## src/rtl/ldl_fifo_rd_stream_v1_pkg.sv

```systemverilog
// -----------------------------------------------------------------------------
// ldl_pkg
// Shared constants and helpers for the FIFO read-stream adapter.
//   RL_MIN / RL_MAX : legal range of the FIFO read latency parameter
//   clog2_p1(n)     : bits needed to hold the values 0..n
// -----------------------------------------------------------------------------
package ldl_pkg;

    localparam int unsigned RL_MIN = 1;
    localparam int unsigned RL_MAX = 3;

    // Smallest r with 2**r >= n+1, so a counter of r bits can reach n.
    function automatic int unsigned clog2_p1(input int unsigned n);
        int unsigned r;
        r = 0;
        for (int unsigned i = 0; i < 32; i++) begin
            if ((64'(1) << i) < (64'(n) + 64'(1))) begin
                r = i + 1;
            end
        end
        return r;
    endfunction

endpackage

```

## src/rtl/ldl_fifo_rd_stream_v1_skid_ring.sv

```systemverilog
// -----------------------------------------------------------------------------
// ldl_skid_ring_v1
// Small ring buffer that absorbs words returning from the FIFO while the
// stream consumer stalls. Storage is not reset; pointers and occupancy are.
//   clk, rst   : clock, asynchronous active-high reset
//   i_push     : write i_din at the write pointer
//   i_din      : word to store
//   i_pop      : retire the word at the read pointer
//   o_full_c   : occupancy equals DEPTH (combinational from state)
//   o_empty_c  : occupancy is zero (combinational from state)
//   o_occ      : number of words held
//   o_dout_c   : word at the read pointer (combinational from state)
// -----------------------------------------------------------------------------
module ldl_skid_ring_v1
    import ldl_pkg::*;
#(
    parameter  int unsigned DW    = 8,
    parameter  int unsigned DEPTH = 2,
    localparam int unsigned OW    = clog2_p1(DEPTH),
    localparam int unsigned PW    = (DEPTH > 1) ? $clog2(DEPTH) : 1
) (
    input  logic          clk,
    input  logic          rst,
    input  logic          i_push,
    input  logic [DW-1:0] i_din,
    input  logic          i_pop,
    output logic          o_full_c,
    output logic          o_empty_c,
    output logic [OW-1:0] o_occ,
    output logic [DW-1:0] o_dout_c
);

    logic [DW-1:0] r_mem [DEPTH];
    logic [PW-1:0] r_wptr;
    logic [PW-1:0] r_rptr;
    logic [OW-1:0] r_occ;
    logic [PW-1:0] w_wptr_nxt;
    logic [PW-1:0] w_rptr_nxt;

    // Explicit wrap so non-power-of-two depths roll over at DEPTH-1.
    always_comb begin
        w_wptr_nxt = (r_wptr == PW'(DEPTH - 1)) ? '0 : r_wptr + PW'(1);
        w_rptr_nxt = (r_rptr == PW'(DEPTH - 1)) ? '0 : r_rptr + PW'(1);
    end

    // Storage: data registers carry no reset.
    always_ff @(posedge clk) begin
        if (i_push) begin
            r_mem[r_wptr] <= i_din;
        end
    end

    // Pointers and occupancy.
    always_ff @(posedge clk or posedge rst) begin
        if (rst) begin
            r_wptr <= '0;
            r_rptr <= '0;
            r_occ  <= '0;
        end else begin
            if (i_push) begin
                r_wptr <= w_wptr_nxt;
            end
            if (i_pop) begin
                r_rptr <= w_rptr_nxt;
            end
            case ({i_push, i_pop})
                2'b10:   r_occ <= r_occ + OW'(1);
                2'b01:   r_occ <= r_occ - OW'(1);
                default: r_occ <= r_occ;
            endcase
        end
    end

    assign o_occ     = r_occ;
    assign o_full_c  = (r_occ == OW'(DEPTH));
    assign o_empty_c = (r_occ == '0);
    assign o_dout_c  = r_mem[r_rptr];

    a_occ_bound: assert property (@(posedge clk) disable iff (rst)
        r_occ <= OW'(DEPTH));

endmodule

```

## src/rtl/ldl_fifo_rd_stream_v1.sv

```systemverilog
// -----------------------------------------------------------------------------
// ldl_fifo_rd_stream_v1
// Converts the read side of a FIFO with fixed read latency RL into a
// valid/ready stream. Reads are issued only while the skid buffer can take
// every word already in flight, so nothing is dropped under backpressure and
// full throughput is reached with o_ready held high.
//   clk, rst    : read-side clock, asynchronous active-high reset
//   fifo_empty  : FIFO empty flag, honoured only when issuing a read
//   fifo_re     : FIFO read enable (combinational)
//   fifo_dout   : FIFO read data, valid RL edges after a sampled fifo_re
//   o_valid     : stream word available
//   o_ready     : stream consumer accepts
//   o_data      : stream word
//   occ         : words currently held in the skid buffer
// -----------------------------------------------------------------------------
module ldl_fifo_rd_stream_v1
    import ldl_pkg::*;
#(
    parameter  int unsigned DW = 8,
    parameter  int unsigned RL = 1,
    localparam int unsigned BD = RL + 1,
    localparam int unsigned CW = clog2_p1(BD)
) (
    input  logic          clk,
    input  logic          rst,
    input  logic          fifo_empty,
    output logic          fifo_re,
    input  logic [DW-1:0] fifo_dout,
    output logic          o_valid,
    input  logic          o_ready,
    output logic [DW-1:0] o_data,
    output logic [CW-1:0] occ
);

    // Credit arithmetic needs one bit beyond occ so occ+inflight cannot wrap.
    localparam int unsigned SW = CW + 1;

    if ((RL < RL_MIN) || (RL > RL_MAX)) begin : g_rl_range
        $error("ldl_fifo_rd_stream_v1: RL out of range 1..3");
    end

    logic [RL-1:0] r_inflight;
    logic          w_capture;
    logic          w_pop;
    logic          w_full;
    logic          w_empty;
    logic [SW-1:0] w_inflight_cnt;
    logic [SW-1:0] w_credit;

    // In-flight read tracker: bit i set means a read issued i+1 edges ago.
    always_ff @(posedge clk or posedge rst) begin
        if (rst) begin
            r_inflight <= '0;
        end else begin
            r_inflight[0] <= fifo_re;
            for (int i = 1; i < RL; i++) begin
                r_inflight[i] <= r_inflight[i-1];
            end
        end
    end

    assign w_capture = r_inflight[RL-1];
    assign w_pop     = o_valid & o_ready;

    // Credit: slots already claimed once this cycle's pop retires.
    always_comb begin
        w_inflight_cnt = '0;
        for (int i = 0; i < RL; i++) begin
            w_inflight_cnt = w_inflight_cnt + SW'(r_inflight[i]);
        end
        w_credit = SW'(occ) + w_inflight_cnt - SW'(w_pop);
    end

    assign fifo_re = ~rst & ~fifo_empty & (w_credit < SW'(BD));

    ldl_skid_ring_v1 #(
        .DW    (DW),
        .DEPTH (BD)
    ) u_ring (
        .clk       (clk),
        .rst       (rst),
        .i_push    (w_capture),
        .i_din     (fifo_dout),
        .i_pop     (w_pop),
        .o_full_c  (w_full),
        .o_empty_c (w_empty),
        .o_occ     (occ),
        .o_dout_c  (o_data)
    );

    assign o_valid = ~w_empty;

    a_no_overflow: assert property (@(posedge clk) disable iff (rst)
        !(w_capture && w_full && !w_pop));

endmodule

```

## config.mk

```make
export PLATFORM = sky130hd
export DESIGN_NAME = ldl_fifo_rd_stream_v1
export DESIGN_NICKNAME = d
export VERILOG_FILES = /design/src/rtl/ldl_fifo_rd_stream_v1_pkg.sv /design/src/rtl/ldl_fifo_rd_stream_v1_skid_ring.sv /design/src/rtl/ldl_fifo_rd_stream_v1.sv
export SDC_FILE = /design/constraint.sdc
export NUM_CORES = 1
export LEC_CHECK = 0
export CORE_MARGIN = 4
export CORE_UTILIZATION = 45
export CTS_CLUSTER_DIAMETER = 150
export CTS_CLUSTER_SIZE = 14
export DETAILED_ROUTE_END_ITERATION = 8
export PLACE_DENSITY = 0.76
export SYNTH_ARGS = -nofsm -noshare
export SYNTH_HDL_FRONTEND = slang
export SYNTH_SLANG_ARGS = --single-unit
export TNS_END_PERCENT = 1
```

## constraint.sdc

```tcl
create_clock -name clk -period 2.45 [get_ports clk]
set_clock_uncertainty 0.15 [all_clocks]
set_input_delay 0.49 -clock clk [delete_from_list [all_inputs] [get_ports clk]]
set_output_delay 0.49 -clock clk [all_outputs]
set_load 0.05 [all_outputs]
```

==> results_dict.tcl, run 1 <==
set metrics [dict create \
    status "finished with violations" \
    failed_checks "negative setup slack" \
    critPathArrivalTime_ns 2.12 \
    worst_slew_pin_slew_ns 0.702 \
    p_per_area_nw_per_um2 1010 \
    critPathCaptureType "output port" \
    crit_required_ns 1.81 \
    grtUsageTotal_pct 12.3 \
    cts_tree "done" \
    fillers 126 \
    final-seq-area_um2 608 \
    cts.path.max_buffers 2 \
    overflow 0 \
    fin_ws_ns -0.313 \
    dp_cells 103 \
    postSynthCellCount 51 \
    drcViolationCount 0 \
    grt_max_degree 13 \
    fp.coreArea_um2 1780 \
    synth_seq_cells 21 \
    drt-initial-drc-count 6 \
    hp-class "in2async" \
    power_mw 1.24 \
    path_clk_slew_ns 0.11 \
    drive_above_1_share_pct 44.6 \
    numCtsBuffers 3 \
    synth_area_um2 871 \
    place_congestion 0.733 \
    p_leak_nw 0.480 \
    slew_headroom_pct 53.1 \
    max_cap_violations 0 \
    slew_viol_final 0 \
    fmax_mhz 362 \
    slowest_delay_ns 0.42 \
    ys_warn_count 0 \
    period_share_pct 113 \
    cts_root_buffer "clkbuf_4" \
    dp_hpwl_mm 1.06 \
    cp_top_family "simple AND/OR/NAND/NOR gates" \
    drt_wl_total_mm 1.48 \
    ir_worst_vdd_mv 0.736 \
    tns_ns -0.313 \
    rsz0062_at_grt "yes" \
    worstPathCellList "and3b_4 > o21ai_2 > fa_2 > xor2_1 > nor4b_4 > buf_12" \
    setup_viol 1 \
    critPathKind "reg2out" \
    num_vias 509 \
    syn2layout_area_growth_pct 40.8 \
    die_w_um 52.0 \
    dr.pass1.iters 4 \
    die-area_um2 2700 \
    netlist-cell-type-count 23 \
    avgSynthCellArea_um2 17.1 \
    die_h_um 52.0 \
    synth_nets 64 \
    first_global_vias 501 \
    fin_util_pct 68.8 \
    multiInputGateArea_um2 273 \
    initial_core_util_pct 48.8 \
    antenna_found_initial 0 \
    rows 15 \
    crit_buf_inv 1 \
    clock_sinks 21 \
    grt_pass1_wl_mm 2.28 \
    layoutNonFillerInstCount 108 \
    wire_per_inst_um 13.7 \
    ys_seq_area_share_pct 69.5 \
    critPathMaxFanout 2 \
    slowest_stage "dfrtp_2" \
    min_period_ns 2.76 \
    detail-route-antenna-nets 0 \
    via_per_inst 4.71 \
    ioPinCount 24 \
    hold_viol_final 0 \
    htreeDepth 1 \
    n_antenna_cell 0 \
    io_buffers 23 \
    nets 97 \
    insertion_delay_ns 0.31 \
    cp-start-kind "flip-flop" \
]
power by group:
group	internal (mW)	switching, mW	leakage (nW)
sequential	0.449	0.0477	0.206
clock	0.0611	0.101	0.0177
combinational	0.235	0.348	0.256
area by class of cell:
| type | count | area share [%] |
|---|---|---|
| repair buffers | 30 | 23.1 |
| flip-flops and latches | 21 | 49.6 |
| clock inverters | 1 | 0.408 |
| clock buffers | 3 | 1.84 |
| well taps | 25 | 2.55 |
| multi-input cells | 27 | 22.2 |
| inverters | 1 | 0.306 |
metrics by stage:
| step | instance area, µm² | setup slack (ns) | hold WS, ns |
|---|---|---|---|
| 2_1_floorplan | 891 | -0.354 | 0.118 |
| 3_3_place_gp | 1180 | -0.489 | 0.319 |
| 3_5_place_dp | 1180 | -0.546 | 0.326 |
| 4_1_cts | 1220 | -0.326 | 0.306 |
| 5_1_grt | 1230 | -0.395 | 0.301 |
| 6_report | 1230 | -0.313 | 0.306 |
flip-flops by register name (all words and copies together) (netlist names):
name,count
u_ring.r_mem,16
r_inflight,1
u_ring.r_wptr,1
u_ring.o_occ,2
u_ring.r_rptr,1
synth_stat cells:
cell type / n / area, µm²
and2b_4: 1 / 10.0
fa_1: 1 / 20.0
clkbuf_2: 1 / 5.00
nor2b_1: 1 / 6.26
xnor2_2: 1 / 16.3
mux2i_1: 1 / 10.0
and3b_4: 1 / 12.5
xor2_1: 2 / 17.5
and2_1: 1 / 6.26
nand2_1: 2 / 7.51
nor2_1: 1 / 3.75
a21oi_1: 1 / 5.00
o21ai_0: 1 / 5.00
edfxtp_1: 16 / 480
or2_1: 1 / 6.26
mux2_2: 8 / 90.1
nor2_4: 1 / 11.3
buf_2: 1 / 5.00
xnor2_1: 1 / 8.76
inv_1: 1 / 3.75
dfrtp_1: 5 / 125
nand2b_1: 1 / 6.26
nor4b_1: 1 / 8.76
timing repair:
action,4_1_cts,5_1_grt
buffers inserted,1,0
gates resized for setup,2,1
hold buffers,0,0
setup endpoints to repair,2,1
pin swaps,2,0
cells by family (layout without fill, tap and decap cells):
family / Yosys count / after routing / synth area share, %
DFF: 21 / 21 / 69.5
and+or+nand+nor: 11 / 11 / 9.05
muxes: 9 / 9 / 11.5
xor gates and xnor gates: 4 / 4 / 4.89
buffers and inverters: 3 / 35 / 1.58
AOI/OAI and AO/OA: 2 / 2 / 1.15
adders and majority gates: 1 / 1 / 2.30
layer usage:
layer	vias up	track usage (%)	part of all wire [%]
met2	14	18.6	52
li1	246	-	-
met5	-	0	0
met3	2	6.59	7.5
met1	247	14.2	39
met4	0	5.24	1.3
cell usage in the layout (no fill, tap or decap), types with 2 or more instances in the layout:
cell,synthesis,layout
clkbuf_4,0,3
nand2_1,2,2
dlygate4sd2_1,0,2
dfrtp_1,5,3
buf_4,0,14
clkdlybuf4s50_1,0,12
xor2_1,2,2
edfxtp_1,16,16
mux2_2,8,8
buf_12,0,2
dfrtp_2,0,2
worst paths after layout:
path,slack (ns),from,endpoint,depth (start not counted)
min,0.31,rst,u_ring.r_wptr$_DFFE_PP0P_,2
max in group asynchronous,1.64,rst,u_ring.o_occ[0]$_DFFE_PP0P_,2
max reg2reg,0.55,u_ring.o_occ[0]$_DFFE_PP0P_,r_inflight$_DFF_PP0_,5
min reg2reg,0.34,u_ring.r_wptr$_DFFE_PP0P_,u_ring.r_wptr$_DFFE_PP0P_,1
min in group clk,0.34,u_ring.r_wptr$_DFFE_PP0P_,u_ring.r_wptr$_DFFE_PP0P_,1
max,-0.31,u_ring.o_occ[0]$_DFFE_PP0P_,fifo_re,6
Power figures use the tool's default switching activity.
==> run 2: changes to the inputs <==
--- a/config.mk
+++ b/config.mk
@@ -11,6 +11,7 @@
 export CTS_CLUSTER_SIZE = 14
 export DETAILED_ROUTE_END_ITERATION = 8
 export PLACE_DENSITY = 0.76
+export SETUP_SLACK_MARGIN = 0.05
 export SYNTH_ARGS = -nofsm -noshare
 export SYNTH_HDL_FRONTEND = slang
 export SYNTH_SLANG_ARGS = --single-unit
==> results of run 2 <==
Same layout as run 1: the final DEF is identical, and so are final timing and power.
